[src/rtl/serial_tx_port.sv]
// Transmit side of the 8N1 serial link: one-byte holding register feeding a shifter,
// framed as start bit, D0..D7 LSB first, then STOP_BITS stop bits.
module serial_tx_port #(
  parameter int unsigned DIVISOR   = 16,
  parameter int unsigned STOP_BITS = 1
) (
  input  logic       CLK,
  input  logic       CLR,
  input  logic       WR,
  input  logic [7:0] D,
  output logic       TX,
  output logic       BUSY,
  output logic       FULL,
  output logic       DONE,
  output logic       OVR
);

  localparam int unsigned DIV_W = (DIVISOR > 1) ? $clog2(DIVISOR) : 1;
  localparam logic [DIV_W-1:0] DIV_LAST = DIV_W'(DIVISOR - 1);
  localparam logic STOP_LAST = (STOP_BITS == 2);

  typedef enum logic [1:0] {IDLE, START, DATA, STOP} state_e;

  state_e           state_q, state_d;
  logic [DIV_W-1:0] div_q, div_d;
  logic [2:0]       bit_q, bit_d;
  logic             stop_q, stop_d;
  logic [7:0]       hold_q, hold_d;
  logic [7:0]       shift_q, shift_d;
  logic             full_q, full_d;
  logic             tx_q, tx_d;
  logic             busy_q, busy_d;
  logic             done_q, done_d;
  logic             ovr_q, ovr_d;

  logic slot_end, frame_end, load;

  always_ff @(posedge CLK or posedge CLR) begin
    if (CLR) begin
      state_q <= IDLE;
      div_q   <= '0;
      bit_q   <= '0;
      stop_q  <= 1'b0;
      hold_q  <= '0;
      shift_q <= '0;
      full_q  <= 1'b0;
      tx_q    <= 1'b1;
      busy_q  <= 1'b0;
      done_q  <= 1'b0;
      ovr_q   <= 1'b0;
    end else begin
      state_q <= state_d;
      div_q   <= div_d;
      bit_q   <= bit_d;
      stop_q  <= stop_d;
      hold_q  <= hold_d;
      shift_q <= shift_d;
      full_q  <= full_d;
      tx_q    <= tx_d;
      busy_q  <= busy_d;
      done_q  <= done_d;
      ovr_q   <= ovr_d;
    end
  end

  always_comb begin
    state_d   = state_q;
    bit_d     = bit_q;
    stop_d    = stop_q;
    hold_d    = hold_q;
    shift_d   = shift_q;
    full_d    = full_q;
    ovr_d     = ovr_q;
    slot_end  = (div_q == DIV_LAST);
    frame_end = (state_q == STOP) && slot_end && (stop_q == STOP_LAST);
    load      = full_q && ((state_q == IDLE) || frame_end);
    div_d     = slot_end ? '0 : div_q + DIV_W'(1);

    unique case (state_q)
      IDLE:  div_d = '0;
      START: if (slot_end) begin
        state_d = DATA;
        bit_d   = '0;
      end
      DATA: if (slot_end) begin
        shift_d = shift_q >> 1;
        bit_d   = bit_q + 3'd1;
        if (bit_q == 3'd7) begin
          state_d = STOP;
          stop_d  = 1'b0;
        end
      end
      STOP: if (slot_end) begin
        if (frame_end) state_d = IDLE;
        else           stop_d  = 1'b1;
      end
      default: state_d = IDLE;
    endcase

    // A load frees the holding register on this same edge, so a coincident write is accepted.
    if (load) begin
      shift_d = hold_q;
      full_d  = 1'b0;
      state_d = START;
      div_d   = '0;
    end

    if (WR) begin
      if (!full_q || load) begin
        hold_d = D;
        full_d = 1'b1;
      end else begin
        ovr_d = 1'b1;
      end
    end

    unique case (state_d)
      START:   tx_d = 1'b0;
      DATA:    tx_d = shift_d[0];
      default: tx_d = 1'b1;
    endcase
    busy_d = (state_d != IDLE) || full_d;
    // DONE is registered, so it is raised for the cycle whose closing edge ends the frame.
    done_d = (state_d == STOP) && (div_d == DIV_LAST) && (stop_d == STOP_LAST);
  end

  assign TX   = tx_q;
  assign BUSY = busy_q;
  assign FULL = full_q;
  assign DONE = done_q;
  assign OVR  = ovr_q;

endmodule

[config.mk]
export PLATFORM = sky130hd
export DESIGN_NAME = serial_tx_port
export DESIGN_NICKNAME = d
export VERILOG_FILES = /design/src/rtl/serial_tx_port.sv
export SDC_FILE = /design/constraint.sdc
export NUM_CORES = 1
export LEC_CHECK = 0
export ABC_AREA = 1
export CAP_MARGIN = 0
export CORE_AREA = 2 2 53 68
export CTS_CLUSTER_DIAMETER = 50
export DETAILED_ROUTE_END_ITERATION = 8
export DIE_AREA = 0 0 55 70
export DONT_BUFFER_PORTS = 1
export PLACE_DENSITY = 0.56
export SETUP_SLACK_MARGIN = 0.02
export SYNTH_ARGS = -nofsm -noshare
export SYNTH_HDL_FRONTEND = slang
export SYNTH_SLANG_ARGS = --single-unit
[constraint.sdc]
create_clock -name CLK -period 1.9 [get_ports CLK]
set_input_delay 0.38 -clock CLK [delete_from_list [all_inputs] [get_ports CLK]]
set_output_delay 0.38 -clock CLK [all_outputs]
set_load 0.01 [all_outputs]
==> results of run 1 <==
[cell type report]
cell class / instances / area [um^2] / area share, %
Timing Repair Buffer: 3 / 22.5 / 1.47
Inverter: 13 / 53.8 / 3.52
Clock inverter: 1 / 5.00 / 0.327
Clock buffer: 7 / 76.3 / 4.99
Sequential cell: 31 / 777 / 50.8
Tap cell: 39 / 48.8 / 3.19
Multi-Input combinational cell: 107 / 546 / 35.7
[synthesized netlist by cell type]
cell / number / share of area, %
nand2_2: 3 / 1.3
o21bai_1: 1 / 0.53
xor2_1: 1 / 0.62
inv_2: 2 / 0.53
inv_1: 10 / 2.7
nor2_4: 2 / 1.6
dfrtp_1: 30 / 53
nor2_1: 6 / 1.6
o21ai_0: 1 / 0.36
clkbuf_1: 1 / 0.27
a22o_1: 2 / 1.2
clkbuf_8: 1 / 0.98
nand4_1: 1 / 0.45
nor3_1: 3 / 1.1
nand2_1: 52 / 14
nor2_2: 5 / 2.2
buf_6: 1 / 0.80
nand3_2: 1 / 0.71
inv_6: 1 / 0.62
nand2_4: 2 / 1.6
and2_1: 1 / 0.45
nand3_1: 21 / 7.5
dfstp_2: 1 / 1.9
xnor2_1: 1 / 0.62
ha_1: 3 / 2.7
a21oi_1: 1 / 0.36
[metrics by stage]
step           setup WS [ns]  total power, uW  hold WS [ns]  std cells
2_1_floorplan          0.551              728         0.442        154
3_5_place_dp           0.403              736         0.377        193
3_3_place_gp           0.458              735         0.372        193
5_1_grt                0.275             1270         0.106        201
4_1_cts                0.395             1220        0.0743        201
6_report               0.416             1210        0.0602        201
[registers in the layout, summed over array words and instances (netlist names)]
name and flops:
OVR 1, FULL 1, state_q 2, stop_q 1
bit_q 3, BUSY 1, shift_q 8, div_q 4
TX 1, DONE 1, hold_q 8
[power breakdown]
part / switching, uW / total, uW / internal (uW)
Combinational: 21.6 / 30.7 / 9.10
Sequential: 11.5 / 692 / 681
Clock: 227 / 483 / 256
Total: 260 / 1210 / 946
[how the worst max path moves through the flow]
| stage | startpoint | end | slack, ns | cells past startpoint |
|---|---|---|---|---|
| after floorplan | div_q[0] | shift_q[1] | 0.55 | 10 |
| after global placement | div_q[0] | BUSY | 0.46 | 9 |
| after detailed placement | div_q[0] | bit_q[1] | 0.40 | 5 |
| after CTS | div_q[0] | BUSY | 0.40 | 9 |
| after global routing | div_q[0] | bit_q[1] | 0.27 | 5 |
| final | div_q[0] | bit_q[2] | 0.42 | 5 |
[logic make-up after synthesis]
| group | after synthesis | synth area share [%] |
|---|---|---|
| DFF | 31 | 55.3 |
| xor gates and xnor gates | 2 | 1.25 |
| adders and majority gates | 3 | 2.67 |
| and+or+nand+nor | 97 | 32.4 |
| buffers and inverters | 16 | 5.88 |
| AOI/OAI and AO/OA | 5 | 2.49 |
[critical path, cell delays in order, from the launching register on]
cell     delay, ns
dfrtp_1       0.39
ha_1          0.25
nand3_2       0.16
nor3_1        0.28
inv_1         0.10
a22o_1        0.20
[layer usage]
layer	share of wire [%]	vias to the layer above	GRT usage, %
met5	0	-	0
met4	2.3	0	7.32
met3	4.9	7	4.70
met2	49	23	23.5
met1	44	464	21.2
li1	-	503	-
==> out/metrics.csv, run 1 <==
stage,metric,value,unit
outcome,status,"finished, final reports clean",
drt,Routed wire per std cell,11.9,um
placement,port bufs,0,
die,chip width,55,um
die,I/O Pins,16,
drt,final WL,2380,um
worst_setup_path,reg-to-reg setup timing slack,0.42,ns
timing,final worst-path cycle share,78.1,%
drt,routed vias/inst,4.96,
cells_and_area,"commonest non-fill, non-tap cell in the layout",nand2_1,
drt,DR vias,997,
die,die area,3850,um^2
drt,initial drt markers,34,
cells_and_area,fraction of layout instances using a drive strength above 1,16.0,%
yosys,warnings from Yosys,0,
timing,Final setup violation count,0,
timing,Worst Skew,0.00301,ns
timing,Peak Freq,0.674,GHz
drt,drt first pass iters,4,
clocking,CTS tree,built,
die,Core Rows,24,
power,Pleak,0.000808,uW
global_route,Total GRT Usage,15.9,%
placement,DP Wirelength,1790,um
worst_setup_path,crit path capture type,register,
clocking,# hold bufs at CTS,0,
worst_setup_path,r2r startpoint,div_q[0],
timing,unrepaired setup endpoints after global routing,no,
timing,Tightest Pin Transition,0.381,ns
drt,Residual DRC,0,
worst_setup_path,CP Launch Type,register,
timing,fin crit period,1.48,ns
clocking,cts bufs inserted,5,
cells_and_area,Nets,175,
global_route,initial antenna violation count,0,
yosys,"Seq/Total Area, Yosys",55.3,%
timing,Final Hold Fails,0,
yosys,#FFs+latches synth,31,
timing,Rel. slew slack,74.6,%
global_route,GR Overflow Total,0,
timing,Pins Over Slew Limit,0,
cells_and_area,area grow syn2layout,8.82,%
global_route,global-route wire length before repair,4470,um
clocking,htree depth,2,
power,power density over the cells,789,nW/um^2
clocking,clock root buffer,clkbuf_8,
global_route,vias in the first global route,1038,
die,Initial Util,42.5,%
clocking,post-CTS setup buffer count,0,
cells_and_area,final instance area,1530,um^2
timing,Sum Neg Setup Slack,0,ns
yosys,Avg Inst Size Synth,9.12,um^2
hold_path,worst hold path type,input pin to asynchronous set/reset pin,
clocking,CTS max path bufs,2,
clocking,# resized after CTS,0,
worst_setup_path,type of the worst setup path,register to register,
power,Worst VDD drop,0.552,mV
clocking,"CTS clk-pin slew, worst paths",0.06,ns
worst_setup_path,Reg2Reg Depth,5,
worst_setup_path,Worst R2R End,bit_q[2],
yosys,syn nets,168,
worst_setup_path,Worst EP arrival,1.65,ns
worst_setup_path,crit-path max FO,6,
placement,Placer Congestion,0.784,
cells_and_area,"commonest cells after routing, fill and taps aside","52 x nand2_1, 30 x dfrtp_1, 21 x nand3_1",
yosys,Unique masters post-synth,26,
drt,Antenna Nets Post-Route,0,
die,core box area,3300,um^2
global_route,largest net degree at the start of global routing,32,
worst_setup_path,Crit path required time,2.07,ns
die,Die Height,70,um
cells_and_area,post-layout util,46.3,%
yosys,Syn Inst Count,154,
clocking,clock tree sinks,31,
cells_and_area,Ant. Diodes,0,
clocking,later-pin clock latency in the skew report,0.28,ns
placement,DP Area,1450,um^2
cells_and_area,Fill cells,329,
yosys,Mapped Area,1410,um^2
flow_run,max cap viols,0,
(Power assumes the default switching activity.)
==> inputs of run 2 (changes only) <==
Clock period 1.9 ns to 1.4 ns, I/O delays scaled along.
==> out/metrics.csv, run 2 (synthesized netlist as in run 1, its figures left out) <==
stage,metric,value,unit,change
clocking,htree depth,2,,unchanged
drt,initial drt markers,21,,-38%
global_route,initial antenna violation count,0,,unchanged
placement,worst slack at placement,-0.0227,ns,-0.426 ns
worst_setup_path,Worst EP arrival,1.54,ns,-0.11 ns
global_route,largest net degree at the start of global routing,22,,-31%
placement,Placer Congestion,0.795,,+1.4%
worst_setup_path,crit path capture type,register,,
worst_setup_path,Worst R2R End,shift_q[6],,
worst_setup_path,Crit path required time,1.57,ns,-0.50 ns
global_route,Total GRT Usage,17.2,%,+1.2 points
power,internal power consumption,1390,uW,+47%
cells_and_area,Largest regs,"hold_q x8, shift_q x8, div_q x4",,
cells_and_area,non-filler instance count after layout,211,,+5.0%
power,Psw,369,uW,+42%
timing,Final setup violation count,0,,unchanged
die,die area,3850,um^2,unchanged
die,Initial Util,42.5,%,unchanged
cells_and_area,area grow syn2layout,22.0,%,
clocking,CTS tree,built,,
flow_run,max cap viols,0,,unchanged
worst_setup_path,type of the worst setup path,register to register,,
power,Logic pwr share,2.8,%,+0.3 points
hold_path,worst hold path type,input pin to register,,
timing,final worst-path cycle share,97.9,%,+20 points
worst_setup_path,CP Launch Type,register,,
die,core box area,3300,um^2,unchanged
placement,port bufs,0,,unchanged
global_route,global-route wire length before repair,4730,um,+5.9%
power,register share of total power,53.4,%,-4.0 points
drt,Routed wire per std cell,12.4,um,+4.6%
hold_path,Hold Crit Start,D[3],,
drt,Antenna Nets Post-Route,0,,unchanged
power,clock power share,43.8,%,+3.7 points
timing,Pins Over Slew Limit,0,,unchanged
global_route,GR Overflow Total,0,,unchanged
drt,routed vias/inst,5.00,,+0.90%
cells_and_area,fraction of layout instances using a drive strength above 1,26.7,%,+11 points
timing,Tightest Pin Transition,0.463,ns,+0.0821 ns
cells_and_area,Nets,185,,+5.7%
hold_path,worst hold path depth,2,,
timing,Rel. slew slack,69.1,%,-5.5 points
clocking,"CTS clk-pin slew, worst paths",0.06,ns,about the same
worst_setup_path,r2r startpoint,div_q[0],,
worst_setup_path,Reg2Reg Depth,10,,+5
hold_path,Hold Path End,hold_q[3],,
power,Pleak,0.000912,uW,+13%
clocking,CTS max path bufs,2,,unchanged
drt,Residual DRC,0,,unchanged
cells_and_area,Ant. Diodes,0,,unchanged
power,power density over the cells,1030,nW/um^2,+30%
cells_and_area,Fill cells,336,,+2.1%
worst_setup_path,crit-path max FO,7,,+1
placement,placed insts,197,,+2.1%
timing,unrepaired setup endpoints after global routing,yes,,
power,Worst VDD drop,0.892,mV,+62%
timing,Final Hold Fails,0,,unchanged
worst_setup_path,reg-to-reg setup timing slack,0.03,ns,-0.39 ns
drt,final WL,2620,um,+9.8%
timing,Peak Freq,0.729,GHz,+8.3%
die,Die Height,70,um,unchanged
cells_and_area,"commonest cells after routing, fill and taps aside","47 x nand2_1, 30 x dfrtp_1, 19 x nand3_1",,
timing,fin crit period,1.37,ns,-0.113 ns
cells_and_area,"commonest non-fill, non-tap cell in the layout",nand2_1,,
die,Core Rows,24,,unchanged
timing,Worst Skew,0.00564,ns,+0.00263 ns
power,total power,1760,uW,+46%
clocking,clock root buffer,clkbuf_8,,
timing,final worst slack,0.0289,ns,-0.387 ns
placement,DP Wirelength,1890,um,+5.2%
clocking,clock tree sinks,31,,unchanged
power,switching share of power,21.0,%,-0.59 points
outcome,status,"finished, final reports clean",,
clocking,cts bufs inserted,5,,unchanged
global_route,vias in the first global route,1086,,+4.6%
clocking,later-pin clock latency in the skew report,0.29,ns,about the same
drt,DR vias,1056,,+5.9%
drt,drt first pass iters,4,,unchanged
die,I/O Pins,16,,unchanged
die,chip width,55,um,unchanged
run 2: how the worst max path moves through the flow:
stage / start / cells after the start / to / slack (ns)
2_1_floorplan: div_q[0] / 10 / shift_q[1] / 0.05
3_3_place_gp: div_q[1] / 8 / TX / 0.003
3_5_place_dp: div_q[0] / 8 / TX / -0.02
4_1_cts: div_q[1] / 10 / shift_q[2] / 0.005
5_1_grt: div_q[1] / 10 / shift_q[6] / -0.07
6_report: div_q[0] / 10 / shift_q[6] / 0.03
run 2: worst max-delay path, cell delays in order, from the launching register on:
cell and delay (ns):
dfrtp_1 0.39, ha_4 0.18, inv_2 0.05, nor2_4 0.12, nand2_4 0.09, nand2_4 0.10, nand2_8 0.08, inv_8 0.08
nor2_4 0.05, nand2_1 0.05, nand3_1 0.06
run 2: through the flow:
stage | cell area [um^2] | util, % | setup TNS (ns) | hold slack, ns
after global routing | 1710 | 51.9 | -0.459 | 0.142
after detailed placement | 1490 | 45.1 | -0.134 | 0.201
after floorplan | 1410 | - | 0 | 0.383
after global placement | 1490 | 45.1 | 0 | 0.195
final | 1710 | 51.9 | 0 | 0.131
after CTS | 1630 | 49.4 | 0 | 0.119
run 2: layout make-up:
class,instances,area (um^2),area share (%)
multi-input cells,107,617,36.0
repair buffers,12,109,6.35
flip-flops and latches,31,777,45.3
repair inverters,1,6.26,0.365
clock buffers,8,100,5.84
inverters,13,56.3,3.28
well taps,39,48.8,2.85
run 2: repair_timing:
item / 4_1_cts / 5_1_grt
pin swaps: 2 / 7
setup endpoints to repair: 21 / 22
hold buffers: 1 / 0
gates resized for setup: 5 / 13
endpoints found under the hold margin: 9 / 0
cloned: 0 / 1
buffers inserted: 1 / 3
run 2: power groups by stage:
stage          registers, uW  clock network (uW)  logic [uW]
5_1_grt                  941                 822        62.0
4_1_cts                  938                 797        52.0
3_5_place_dp             954                   0        49.7
2_1_floorplan            950                   0        37.5
6_report                 938                 770        49.9
3_3_place_gp             954                   0        47.6
run 2: per-layer routing:
metal	share of wire (%)	GRT usage, %
met5	0	0
met1	41	21.9
met4	3.0	8.94
met3	4.6	5.34
met2	51	25.5
==> inputs of run 3 (changes only) <==
Settings changed: ABC_AREA 1 to not set, CORE_AREA 2 2 53 68 to 2 2 54 69, DIE_AREA 0 0 55 70 to 0 0 56 71.
==> out/metrics.csv, run 3 <==
stage,metric,value,unit,change
outcome,status,"finished, violations left",,
outcome,failing checks,negative setup slack,,
cells_and_area,Nets,163,,-12%
yosys,"FFs w/ async S/R, synth",100,%,unchanged
cells_and_area,"commonest cells after routing, fill and taps aside","30 x dfrtp_1, 24 x buf_4, 8 x mux2_2",,
yosys,post-synth top area cell,dfrtp_1,,
die,core box area,3360,um^2,+1.8%
global_route,Total GRT Usage,17.4,%,+0.27 points
worst_setup_path,Crit path required time,1.56,ns,about the same
yosys,Post-synth top flop,dfrtp_1,,
clocking,htree depth,2,,unchanged
cells_and_area,fraction of layout instances using a drive strength above 1,51.0,%,+24 points
drt,drt first pass iters,6,,+2
global_route,global-route wire length before repair,5310,um,+12%
drt,Residual DRC,0,,unchanged
hold_path,worst hold path type,input pin to register,,
drt,routed vias/inst,5.66,,+13%
timing,fin crit period,1.67,ns,+0.303 ns
timing,Peak Freq,0.597,GHz,-18%
global_route,GR Overflow Total,0,,unchanged
power,Logic pwr share,39.6,%,+37 points
timing,Rel. slew slack,75.2,%,+6.1 points
timing,Worst Skew,0.00611,ns,+0.000471 ns
clocking,later-pin clock latency in the skew report,0.28,ns,about the same
yosys,Avg Inst Size Synth,12.5,um^2,+37%
timing,final worst slack,-0.274,ns,-0.303 ns
global_route,vias in the first global route,1159,,+6.7%
drt,Antenna Nets Post-Route,0,,unchanged
die,die area,3980,um^2,+3.3%
worst_setup_path,"most used cell, CP",buf_6,,
cells_and_area,non-filler instance count after layout,188,,-11%
yosys,most common cell in the netlist,dfrtp_1,,
power,switching share of power,31.7,%,+11 points
drt,DR vias,1065,,+0.85%
timing,Pins Over Slew Limit,0,,unchanged
yosys,warnings from Yosys,0,,unchanged
drt,final WL,3100,um,+18%
worst_setup_path,crit-path max FO,8,,+1
power,internal power consumption,2450,uW,+76%
timing,Tightest Pin Transition,0.363,ns,-0.100 ns
worst_setup_path,Worst EP arrival,1.83,ns,+0.29 ns
die,Initial Util,42.6,%,+0.059 points
die,I/O Pins,16,,unchanged
cells_and_area,final instance area,1890,um^2,+10%
global_route,largest net degree at the start of global routing,19,,-14%
yosys,number of synthesized flops with an enable pin,0,,unchanged
clocking,CTS tree,built,,
cells_and_area,Ant. Diodes,0,,unchanged
worst_setup_path,critical-path cell list,ha_4 > nand3_4 > o31ai_4 > buf_6 > o21ai_2 > buf_6 > mux2_2,,
yosys,syn nets,129,,-23%
power,power density over the cells,1890,nW/um^2,+84%
power,Worst VDD drop,1.22,mV,+36%
worst_setup_path,reg-to-reg setup timing slack,-0.27,ns,-0.30 ns
yosys,synth top area cells,"dfrtp_1 52%, mux2_2 6.3%, a221o_2 4.7%, and3_1 3.5%, ha_1 2.6%",,
cells_and_area,Fill cells,293,,-13%
die,chip width,56,um,+1.8%
placement,port bufs,0,,unchanged
global_route,initial antenna violation count,0,,unchanged
clocking,"CTS clk-pin slew, worst paths",0.06,ns,about the same
timing,final worst-path cycle share,120,%,+22 points
worst_setup_path,type of the worst setup path,register to register,,
power,Pleak,0.000854,uW,-6.3%
placement,DP Area,1680,um^2,+13%
clocking,cts bufs inserted,5,,unchanged
timing,Hold Slack,0.148,ns,+0.0170 ns
yosys,Syn Inst Count,115,,-25%
timing,unrepaired setup endpoints after global routing,yes,,
placement,DP Wirelength,2240,um,+19%
yosys,"Seq/Total Area, Yosys",54.2,%,-1.1 points
power,total power,3580,uW,+100%
yosys,top-area cell type share of the netlist area,52.4,%,-1.0 points
cells_and_area,area grow syn2layout,32.1,%,
timing,Final Hold Fails,0,,unchanged
drt,initial drt markers,26,,+24%
power,register share of total power,40.9,%,-13 points
placement,placed insts,176,,-11%
worst_setup_path,slowest cell on the critical path,dfrtp_1,,
yosys,Commonest cells post-synth,"30 x dfrtp_1, 8 x and3_1, 8 x mux2_2, 8 x nand2_1, 6 x a221o_2",,
die,Die Height,71,um,+1.4%
clocking,CTS max path bufs,2,,unchanged
die,Core Rows,24,,unchanged
cells_and_area,Largest regs,"hold_q x8, shift_q x8, div_q x4",,
flow_run,max cap viols,0,,unchanged
worst_setup_path,Worst Path Buf+Inv,2,,unchanged
timing,Sum Neg Setup Slack,-5.39,ns,-5.39 ns
yosys,Mapped Area,1430,um^2,+2.0%
worst_setup_path,"CP delay by family, top",flip-flops,,
drt,Routed wire per std cell,16.5,um,+33%
worst_setup_path,crit path capture type,register,,
clocking,clock root buffer,clkbuf_8,,
placement,Placer Congestion,0.779,,-2.0%
worst_setup_path,worst stage delay on the critical path,0.41,ns,+0.02 ns
cells_and_area,"commonest non-fill, non-tap cell in the layout",dfrtp_1,,
worst_setup_path,CP Launch Type,register,,
yosys,Unique masters post-synth,40,,+54%
power,clock power share,19.6,%,-24 points
clocking,clock tree sinks,31,,unchanged
timing,Final setup violation count,25,,+25
power,Psw,1140,uW,+210%
yosys,#FFs+latches synth,31,,unchanged
run 3: final timing paths:
check | from | to | cells after the start
worst max-delay path | div_q[1] | hold_q[1] | 7
worst min-delay path | D[7] | hold_q[7] | 1
worst max register to register | div_q[1] | hold_q[1] | 7
worst min register to register | hold_q[6] | hold_q[6] | 1
max in group asynchronous | CLR | TX | 3
min in group asynchronous | CLR | BUSY | 3
run 3: cell families after synthesis:
family	synth area share, %
adder cells (fa/ha/maj)	2.62
AO/OA/AOI/OAI	19.6
buffers and inverters	2.88
XOR/XNOR	0.611
multiplexers	6.29
AND/OR/NAND/NOR	13.8
flip-flops	54.2
run 3: what timing repair did:
item | CTS | global route
cloned | 0 | 0
endpoints found under the setup margin | 24 | 27
endpoints found under the hold margin | 30 | 0
hold buffers | 1 | 0
resized for setup | 7 | 14
pin swaps | 2 | 8
setup buffers | 0 | 4
run 3: per-layer routing:
metal	part of all wire, %	GRT usage (%)	wire length (um)
met1	42	20.9	1290
met4	1.8	7.67	57
met3	3.4	5.12	104
met2	53	29.0	1650
met5	0	0	0
run 3: cell type report:
| cell class | instances | area [um^2] | share of cell area, % |
|---|---|---|---|
| Sequential cell | 31 | 777 | 41.0 |
| Multi-Input combinational cell | 77 | 703 | 37.1 |
| Timing Repair Buffer | 32 | 269 | 14.2 |
| Clock buffer | 6 | 82.6 | 4.36 |
| Tap cell | 39 | 48.8 | 2.58 |
| Inverter | 2 | 7.51 | 0.397 |
| Clock inverter | 1 | 5.00 | 0.264 |
run 3: metrics by stage:
stage | util (%) | setup slack (ns)
2_1_floorplan | - | -0.248
3_3_place_gp | 50.0 | -0.243
3_5_place_dp | 50.0 | -0.250
4_1_cts | 53.8 | -0.271
5_1_grt | 56.3 | -0.323
6_report | 56.3 | -0.274
run 3: power groups by stage:
stage | registers, uW | clock network (uW) | logic, uW
floorplan | 1470 | 0 | 841
global placement | 1460 | 0 | 1220
detailed placement | 1470 | 0 | 1270
CTS | 1460 | 726 | 1320
global route | 1500 | 763 | 1570
finish | 1460 | 702 | 1420
